<file path="src/rtl/outer_prod_pkg.sv">
// outer_prod_pkg: shared FSM state type, in_mode bit positions and default sizes for outer_prod_gen.
package outer_prod_pkg;

   typedef enum logic [1:0] {
      S_IDLE = 2'd0,
      S_LOAD = 2'd1,
      S_OUT  = 2'd2
   } state_e;

   localparam int MODE_ELEM = 0;
   localparam int MODE_COL  = 1;

   localparam int DEF_N = 16;
   localparam int DEF_W = 4;

endpackage

</file>
<file path="src/rtl/outer_prod_gen_op_mul.sv">
// op_mul: combinational unsigned W x W -> 2W multiplier, exact.
module op_mul #(
   parameter int W = 4
) (
   input  logic [W-1:0]   a_i,
   input  logic [W-1:0]   b_i,
   output logic [2*W-1:0] p_o
);

   assign p_o = {{W{1'b0}}, a_i} * {{W{1'b0}}, b_i};

endmodule

</file>
<file path="src/rtl/outer_prod_gen.sv">
// outer_prod_gen: loads two N-element vectors, then streams their outer or element-wise products.
// Define OUTER_PROD_COLMAJOR_EN to let in_mode bit1 select column-major order in outer mode.
module outer_prod_gen
   import outer_prod_pkg::*;
#(
   parameter int N = DEF_N,
   parameter int W = DEF_W
) (
   input  logic           clk,
   input  logic           rst_n,
   input  logic           in_valid,
   input  logic [1:0]     in_mode,
   input  logic [W-1:0]   in_a,
   input  logic [W-1:0]   in_b,
   input  logic           out_ready,
   output logic           out_valid,
   output logic [2*W-1:0] out_data
);

   localparam int LG = $clog2(N);

   state_e            state_q, state_d;
   logic [LG-1:0]     ld_cnt_q, ld_cnt_d;
   logic [2*LG-1:0]   beat_q, beat_d;
   logic              elem_q, elem_d;
   logic              col;
   logic              wr_en;
   logic              last;
   logic [LG-1:0]     hi, lo, a_idx, b_idx;
   logic [2*W-1:0]    prod;
   logic [W-1:0]      a_q [N];
   logic [W-1:0]      b_q [N];

`ifdef OUTER_PROD_COLMAJOR_EN
   logic col_q, col_d;
   assign col = col_q;
`else
   logic unused_mode_col;
   assign unused_mode_col = in_mode[MODE_COL];
   assign col = 1'b0;
`endif

   // Beat counter splits into outer (hi) and inner (lo) indices; inner wrap carries into outer.
   assign hi    = beat_q[2*LG-1:LG];
   assign lo    = beat_q[LG-1:0];
   assign a_idx = (elem_q || col) ? lo : hi;
   assign b_idx = (elem_q || !col) ? lo : hi;
   assign last  = elem_q ? (lo == LG'(N - 1)) : (&beat_q);

   op_mul #(.W(W)) u_mul (
      .a_i (a_q[a_idx]),
      .b_i (b_q[b_idx]),
      .p_o (prod)
   );

   assign out_valid = (state_q == S_OUT);
   assign out_data  = out_valid ? prod : '0;

   // Next-state logic: load sequencing, abort on in_valid gap, beat advance on handshake.
   always_comb begin
      state_d  = state_q;
      ld_cnt_d = ld_cnt_q;
      beat_d   = beat_q;
      elem_d   = elem_q;
      wr_en    = 1'b0;
`ifdef OUTER_PROD_COLMAJOR_EN
      col_d    = col_q;
`endif
      case (state_q)
         S_IDLE: begin
            if (in_valid) begin
               wr_en    = 1'b1;
               elem_d   = in_mode[MODE_ELEM];
`ifdef OUTER_PROD_COLMAJOR_EN
               col_d    = in_mode[MODE_COL];
`endif
               ld_cnt_d = LG'(1);
               state_d  = S_LOAD;
            end
         end
         S_LOAD: begin
            if (in_valid) begin
               wr_en = 1'b1;
               if (ld_cnt_q == LG'(N - 1)) begin
                  ld_cnt_d = '0;
                  beat_d   = '0;
                  state_d  = S_OUT;
               end else begin
                  ld_cnt_d = ld_cnt_q + LG'(1);
               end
            end else begin
               ld_cnt_d = '0;
               state_d  = S_IDLE;
            end
         end
         S_OUT: begin
            if (out_ready) begin
               if (last) begin
                  beat_d  = '0;
                  state_d = S_IDLE;
               end else begin
                  beat_d = beat_q + (2*LG)'(1);
               end
            end
         end
         default: begin
            ld_cnt_d = '0;
            beat_d   = '0;
            state_d  = S_IDLE;
         end
      endcase
   end

   // Control state with asynchronous clear so out_valid drops immediately on reset.
   always_ff @(posedge clk or negedge rst_n) begin
      if (!rst_n) begin
         state_q  <= S_IDLE;
         ld_cnt_q <= '0;
         beat_q   <= '0;
         elem_q   <= 1'b0;
`ifdef OUTER_PROD_COLMAJOR_EN
         col_q    <= 1'b0;
`endif
      end else begin
         state_q  <= state_d;
         ld_cnt_q <= ld_cnt_d;
         beat_q   <= beat_d;
         elem_q   <= elem_d;
`ifdef OUTER_PROD_COLMAJOR_EN
         col_q    <= col_d;
`endif
      end
   end

   // Operand storage is unreset; out_data masks it whenever no job is streaming.
   always_ff @(posedge clk) begin
      if (wr_en) begin
         a_q[ld_cnt_q] <= in_a;
         b_q[ld_cnt_q] <= in_b;
      end
   end

endmodule

</file>
<file path="config.mk">
export PLATFORM = sky130hd
export DESIGN_NAME = outer_prod_gen
export DESIGN_NICKNAME = d
export VERILOG_FILES = /design/src/rtl/outer_prod_pkg.sv /design/src/rtl/outer_prod_gen_op_mul.sv /design/src/rtl/outer_prod_gen.sv
export SDC_FILE = /design/constraint.sdc
export NUM_CORES = 1
export LEC_CHECK = 0
export ABC_AREA = 1
export CORE_MARGIN = 1
export CORE_UTILIZATION = 50
export DETAILED_ROUTE_END_ITERATION = 12
export DONT_BUFFER_PORTS = 1
export GPL_ROUTABILITY_DRIVEN = 0
export PLACE_DENSITY = 0.7
export SYNTH_ARGS = -nofsm -noshare
export SYNTH_HDL_FRONTEND = slang
export SYNTH_SLANG_ARGS = --single-unit
</file>
<file path="constraint.sdc">
create_clock -name clk -period 8.8 [get_ports clk]
set_input_delay 2.64 -clock clk [delete_from_list [all_inputs] [get_ports clk]]
set_output_delay 2.64 -clock clk [all_outputs]
set_load 0.02 [all_outputs]
</file>
Word-level counts from Yosys, hierarchy flattened
Memories as Yosys holds them, arrays and structs flattened.
Cells that the tools add are included.
{"block": "word_totals", "regBits": 15, "ramBits": 128, "in_bits": 14, "output_inout_bits": 9, "elab_cells": 50, "memories": 2}
{"block": "op_classes", "n_addsub": 2, "mul": 1, "eq_ne": 10, "n_mux": 22, "bitwise_logic": 2, "n_reduce_logical": 7}
{"memory": "a_q", "words": 16, "word_bits": 4, "read_ports": 1, "rd_ports_with_merged_regs": 0, "wr": 1, "line": "outer_prod_gen.sv:31", "source": "logic [W-1:0] a_q [N];"}
{"memory": "b_q", "words": 16, "word_bits": 4, "read_ports": 1, "rd_ports_with_merged_regs": 0, "wr": 1, "line": "outer_prod_gen.sv:32", "source": "logic [W-1:0] b_q [N];"}
{"operator": "$mux W8", "n": 5}
{"operator": "$pmux W8 S3", "n": 1}
{"operator": "$mux W4", "n": 4}
{"operator": "$pmux W4 S3", "n": 1}
{"operator": "$mux W2", "n": 5}
{"operator": "$add A8 B1 Y8 const B", "n": 1}
{"operator": "$eq A4 B4 Y1 const B", "n": 2}
{"operator": "$mul A4 B4 Y8", "n": 1}
{"operator": "$ne A2 B2 Y1 const B", "n": 4}
{"operator": "$reduce_and A4 Y1", "n": 2}
{"operator": "$reduce_and A8 Y1", "n": 1}
{"operator": "$pmux W2 S3", "n": 1}
{"operator": "$mux W1", "n": 5}
{"operator": "$add A4 B1 Y4 const B", "n": 1}
{"operator": "$reduce_and A2 Y1", "n": 2}
{"operator": "$ne A3 B3 Y1 const B", "n": 1}
{"operator": "$eq A2 B1 Y1 const B", "n": 1}
{"operator": "$eq A2 B2 Y1 const B", "n": 1}
{"operator": "$logic_not A2 Y1", "n": 1}
{"operator": "$ne A2 B1 Y1 const B", "n": 1}
{"operator": "$not A1 Y1", "n": 2}
{"operator": "$reduce_or A2 Y1", "n": 1}

Logic depth before layout (Yosys ltp)
{"block": "depth", "depth_word": 5, "ltp_mapped": 22, "ltp_nobuf": 20}

Cells and area by module
From an unflattened synthesis, not the netlist that was laid out.
{"block": "unflattened", "cells_unflattened": 688, "hier_area_um2": 6904.1}
{"module": "outer_prod_gen", "instances": 1, "cells_per_inst": 618, "area_each_um2": 6441.2, "seq_area_each_um2": 4219.0}
{"module": "op_mul", "instances": 1, "cells_per_inst": 70, "area_each_um2": 462.9, "seq_area_each_um2": 0.0}

Worst setup path before layout
Ideal clock, no wire load.
{"block": "synth_path", "path_type": "reg-to-output", "from": "reg beat_q[0]", "to": "out out_data[6]", "arrival_time_ns": 3.536, "t_required_ns": 6.160, "slack_ns": 2.624, "stages_incl_launch_ff": 21, "path_cell_list": "dfrtp_1 buf_2 inv_4 buf_2 nand2_1 nand3_1 nand3_1 nand3_1 nand2_1 nand3b_1 fa_1 inv_1 fa_1 inv_1 fa_1 inv_1 nand2_1 nand2_1 a21oi_1 xor2_1 nor2_1"}
{"block": "synth_via", "elab_chain_cells": 4, "elab_cells_between_ends": 5}
{"item": "from (decl)", "line": "outer_prod_gen.sv:24", "source": "logic [2*LG-1:0] beat_q, beat_d;"}
{"item": "from (signal assigned)", "line": "outer_prod_gen.sv:127", "source": "beat_q <= beat_d;"}
{"item": "$mux W4", "line": "outer_prod_gen.sv:46", "source": "assign a_idx = (elem_q || col) ? lo : hi;"}
{"item": "$mem_v2 Z16 W4"}
{"item": "$mul A4 B4 Y8 *", "line": "outer_prod_gen_op_mul.sv:10", "source": "assign p_o = {{W{1'b0}}, a_i} * {{W{1'b0}}, b_i};"}
{"item": "$mux W8 *", "line": "outer_prod_gen.sv:57", "source": "assign out_data = out_valid ? prod : '0;"}
{"item": "to (decl)", "line": "outer_prod_gen.sv:17", "source": "output logic [2*W-1:0] out_data"}
Every way passes the cells marked *; elsewhere a longest branch is shown, timed or not.

Final worst setup path
{"block": "layout_path", "from": "reg elem_q", "to": "out out_data[6]"}
{"block": "layout_via", "elab_chain_cells": 4}
{"item": "from (decl)", "line": "outer_prod_gen.sv:25", "source": "logic elem_q, elem_d;"}
{"item": "from (signal assigned)", "line": "outer_prod_gen.sv:128", "source": "elem_q <= elem_d;"}
{"item": "$mux W4", "line": "outer_prod_gen.sv:46"}
{"item": "$mem_v2 Z16 W4"}
{"item": "$mul A4 B4 Y8", "line": "outer_prod_gen_op_mul.sv:10"}
{"item": "$mux W8", "line": "outer_prod_gen.sv:57"}
No other way between the ends.

==> summary.md <==
| Metric | Value |
|---|---|
| Cells on worst reg2reg path | 3 |
| CP top delay family | simple AND/OR/NAND/NOR gates |
| Crit-path cells | nand2_1 -> nand2_2 -> nand2_1 -> nand3_1 -> nand3_1 -> nand3_1 -> nand3b_1 -> fa_1 -> inv_1 -> fa_1 -> inv_1 -> fa_1 -> inv_1 -> nand2_1 -> nand2_1 -> a21oi_1 -> xor2_1 -> nor2_1 |
| Startpoint types | register |
| Vias in the first global route | 4,292 |
| Seq pwr share | 30.4% |
| Via count | 4,438 |
| Post-DP HPWL | 9130 um |
| Clock-pin slew on the worst setup and hold paths | 0.06 ns |
| RR Startpoint | state_q[1]$_DFFE_PN0P_ |
| Largest net degree at the start of global routing | 37 |
| CTS max path bufs | 2 |
| Top cells by count, synth | nand2_1 (166), edfxtp_1 (128), nand3_1 (127) |
| Synthesized flop and latch total | 143 |
| Final Hold Fails | 0 |
| Peak supply drop | 206 uV |
| Sw frac | 39.7% |
| Die X | 117 um |
| CTS tree | built |
| FMAX | 130 MHz |
| Layout cells sized above 1 | 7.48% |
| Internal | 1.67 mW |
| Clk_lat worst skew | 0.41 ns |
| Asr flop ratio synth | 10.5% |
| Crit path max fanout | 31 |
| Cell count after synthesis | 630 |
| Unrepaired setup endpoints after global routing | false |
| Die ar. | 0.0138 mm2 |
| Total power | 2.77 mW |
| Period utilization | 87.6% |
| Flop2flop setup slack | 6.65 ns |
| Hold path cells | 3 |
| Worst hold path type | reg -> reg |
| Crit. End Element | output pin |
| Post_cts resized | 0 |
| Antenna violations before repair | 0 |
| Place WS | 1.51 ns |
| Fin area | 0.00735 mm2 |
| Hold path endpoint | beat_q[6]$_DFFE_PN0P_ |
| Cell leakage power | 2.87 nW |
| Hold WS | 0.573 ns |
| Port bufs | 0 |
| CTS Buf Count | 17 |
| Routed wire length | 14,100 um |
| Worst path max stage delay | 0.62 ns |
| Logic pwr share | 43.7% |
| DRT Pass-1 Iters | 7 |
| Crit Reg-Reg Endpoint | a_q[13][1]$_DFFE_PP_ |
| CTS H-tree depth | 4 |
| Final worst path period need | 7.71 ns |
| Clock share of power | 25.9% |
| Yosys warnings | 0 |
| Post-synth EDFFs | 128 |
| Status | finished, final reports clean |
| Root Driver | clkbuf_16 |
| Most used cell along the critical path | nand2_1 |
| Max-slew violation count | 0 |
| Grt ovf | 0 |
| DRT iter0 DRCs | 452 |
| Yosys cell types | 33 |
| Placed cell area | 0.00675 mm2 |
| Syn avg cell area | 10.6 um2 |
| CTS sink count | 143 |
| Post-DRT Antenna Nets | 0 |
| Hold-fix buffers, CTS | 0 |
| First-pass GRT wire length | 22,300 um |
| Core Box Area | 0.0128 mm2 |
| Final worst slack | 1.09 ns |
| Total track usage | 21.6% |
| Net Sw Power | 1.10 mW |
| Post-synthesis sequential area ratio | 63.4% |
| Layout area overhead | 10.5% |
| Ports | 23 |
| Post-Route Setup TNS | 0 ns |
| Count leader, synth | nand2_1 |
| Row count | 41 |
| Crit path buf inv count | 3 |
| Via-per-instance ratio | 5.45 |
| Data required time of the critical path | 6.16 ns |
| Post-CTS Setup Inserts | 0 |
| WS Path Type | reg -> out |
| Synth Net Count | 665 |
| Pwr dens | 376 mW/mm2 |
| Height of the die | 117 um |
| Hold path start | beat_q[6]$_DFFE_PN0P_ |
| Crit path max-delay cell type | nand2_2 |
| Slew headroom | 35.4% |
| Endpoints failing setup | 0 |
| DRC | 0 |
| Share of the synthesized area in the top cell type | 57.8% |
| Worst-Margin Slew | 0.965 ns |
| Initial Utilization | 52.1% |
| Max Cap Viol | 0 |
| Wirelength per Cell | 17.3 um |
| Primary FF master, synth | edfxtp_1 |
| Clk_skew | 0.00740 ns |
| Inserted Diodes | 0 |
| Synth Cell Area | 0.00665 mm2 |
| Leading post-synthesis cells by cell area | edfxtp_1 (58%), nand3_1 (9.6%), nand2_1 (9.4%), dfrtp_1 (5.6%), ha_1 (3.2%) |
| Area leader, netlist | edfxtp_1 |
| CP arrival | 5.07 ns |
| Net count, final | 664 |
-- state kept, by name, summed over array words and instances (netlist names) --
signal    flops
a_q          64
b_q          64
beat_q        8
ld_cnt_q      4
state_q       2
elem_q        1
-- power by group through the flow --
stage | Sequential (mW) | Clock (mW) | Combinational (mW)
after floorplan | 0.828 | 0 | 0.975
after global placement | 0.853 | 0 | 1.15
after detailed placement | 0.855 | 0 | 1.20
after CTS | 0.842 | 0.723 | 1.20
after global routing | 0.848 | 0.748 | 1.37
final | 0.841 | 0.716 | 1.21
-- metrics by stage --
stage	utilization [%]	instances
global placement	52.8	782
finish	57.6	814
global route	57.6	814
detailed placement	52.8	782
floorplan	-	630
CTS	57.6	814
-- cells in the final DEF (no fill, tap or decap), types with 5 or more instances in the layout --
master     Yosys  layout
edfxtp_1     128     128
dfrtp_1       15      15
nand2_2        5       5
clkbuf_8       0       7
inv_1         48      48
nor2_1        39      39
clkbuf_16      0      17
o21ai_0       12      12
nand2_1      166     166
nand3_1      127     127
ha_1          17      17
a21oi_1       14      14
-- cells by family (layout without fill, tap and decap cells) --
group	after synthesis	count (layout)	synth area share (%)
DFF	143	143	63.4
and+or+nand+nor	350	350	23.1
adders and majority gates	21	21	4.40
xor gates and xnor gates	5	5	0.658
buffers and inverters	76	88	5.28
AOI/OAI and AO/OA	35	35	3.16
-- layer usage --
metal / vias up / wire (um) / track usage, %
li1: 2160 / - / -
met4: 0 / 277 / 8.85
met3: 20 / 964 / 6.08
met5: - / 0 / 0
met2: 170 / 6900 / 34.1
met1: 2088 / 5920 / 28.1
-- worst register-to-register path, delay by kind of cell (launching register included) --
| kind | cells | cell delay, ns |
|---|---|---|
| AND/OR/NAND/NOR | 3 | 1.38 |
| flip-flops | 1 | 0.39 |
-- area by class of cell --
class                   instances  area [um2]
clock buffers                  28         537
clock inverters                 4        71.3
fillers                      1059        5420
inverters                      54         213
multi-input cells             411        2080
flip-flops and latches        143        4220
well taps                     172         215
repair buffers                  2        15.0
-- worst max path at each step --
stage | start | endpoint | slack [ns] | cells past startpoint
after floorplan | beat_q[0]$_DFFE_PN0P_ | out_data[6] | 2.62 | 20
after global placement | elem_q$_DFFE_PN0P_ | out_data[6] | 1.63 | 18
after detailed placement | elem_q$_DFFE_PN0P_ | out_data[6] | 1.51 | 18
after CTS | elem_q$_DFFE_PN0P_ | out_data[6] | 1.08 | 18
after global routing | elem_q$_DFFE_PN0P_ | out_data[6] | 0.72 | 18
final | elem_q$_DFFE_PN0P_ | out_data[6] | 1.09 | 18
Note: power is estimated with default switching activity, not from simulation.
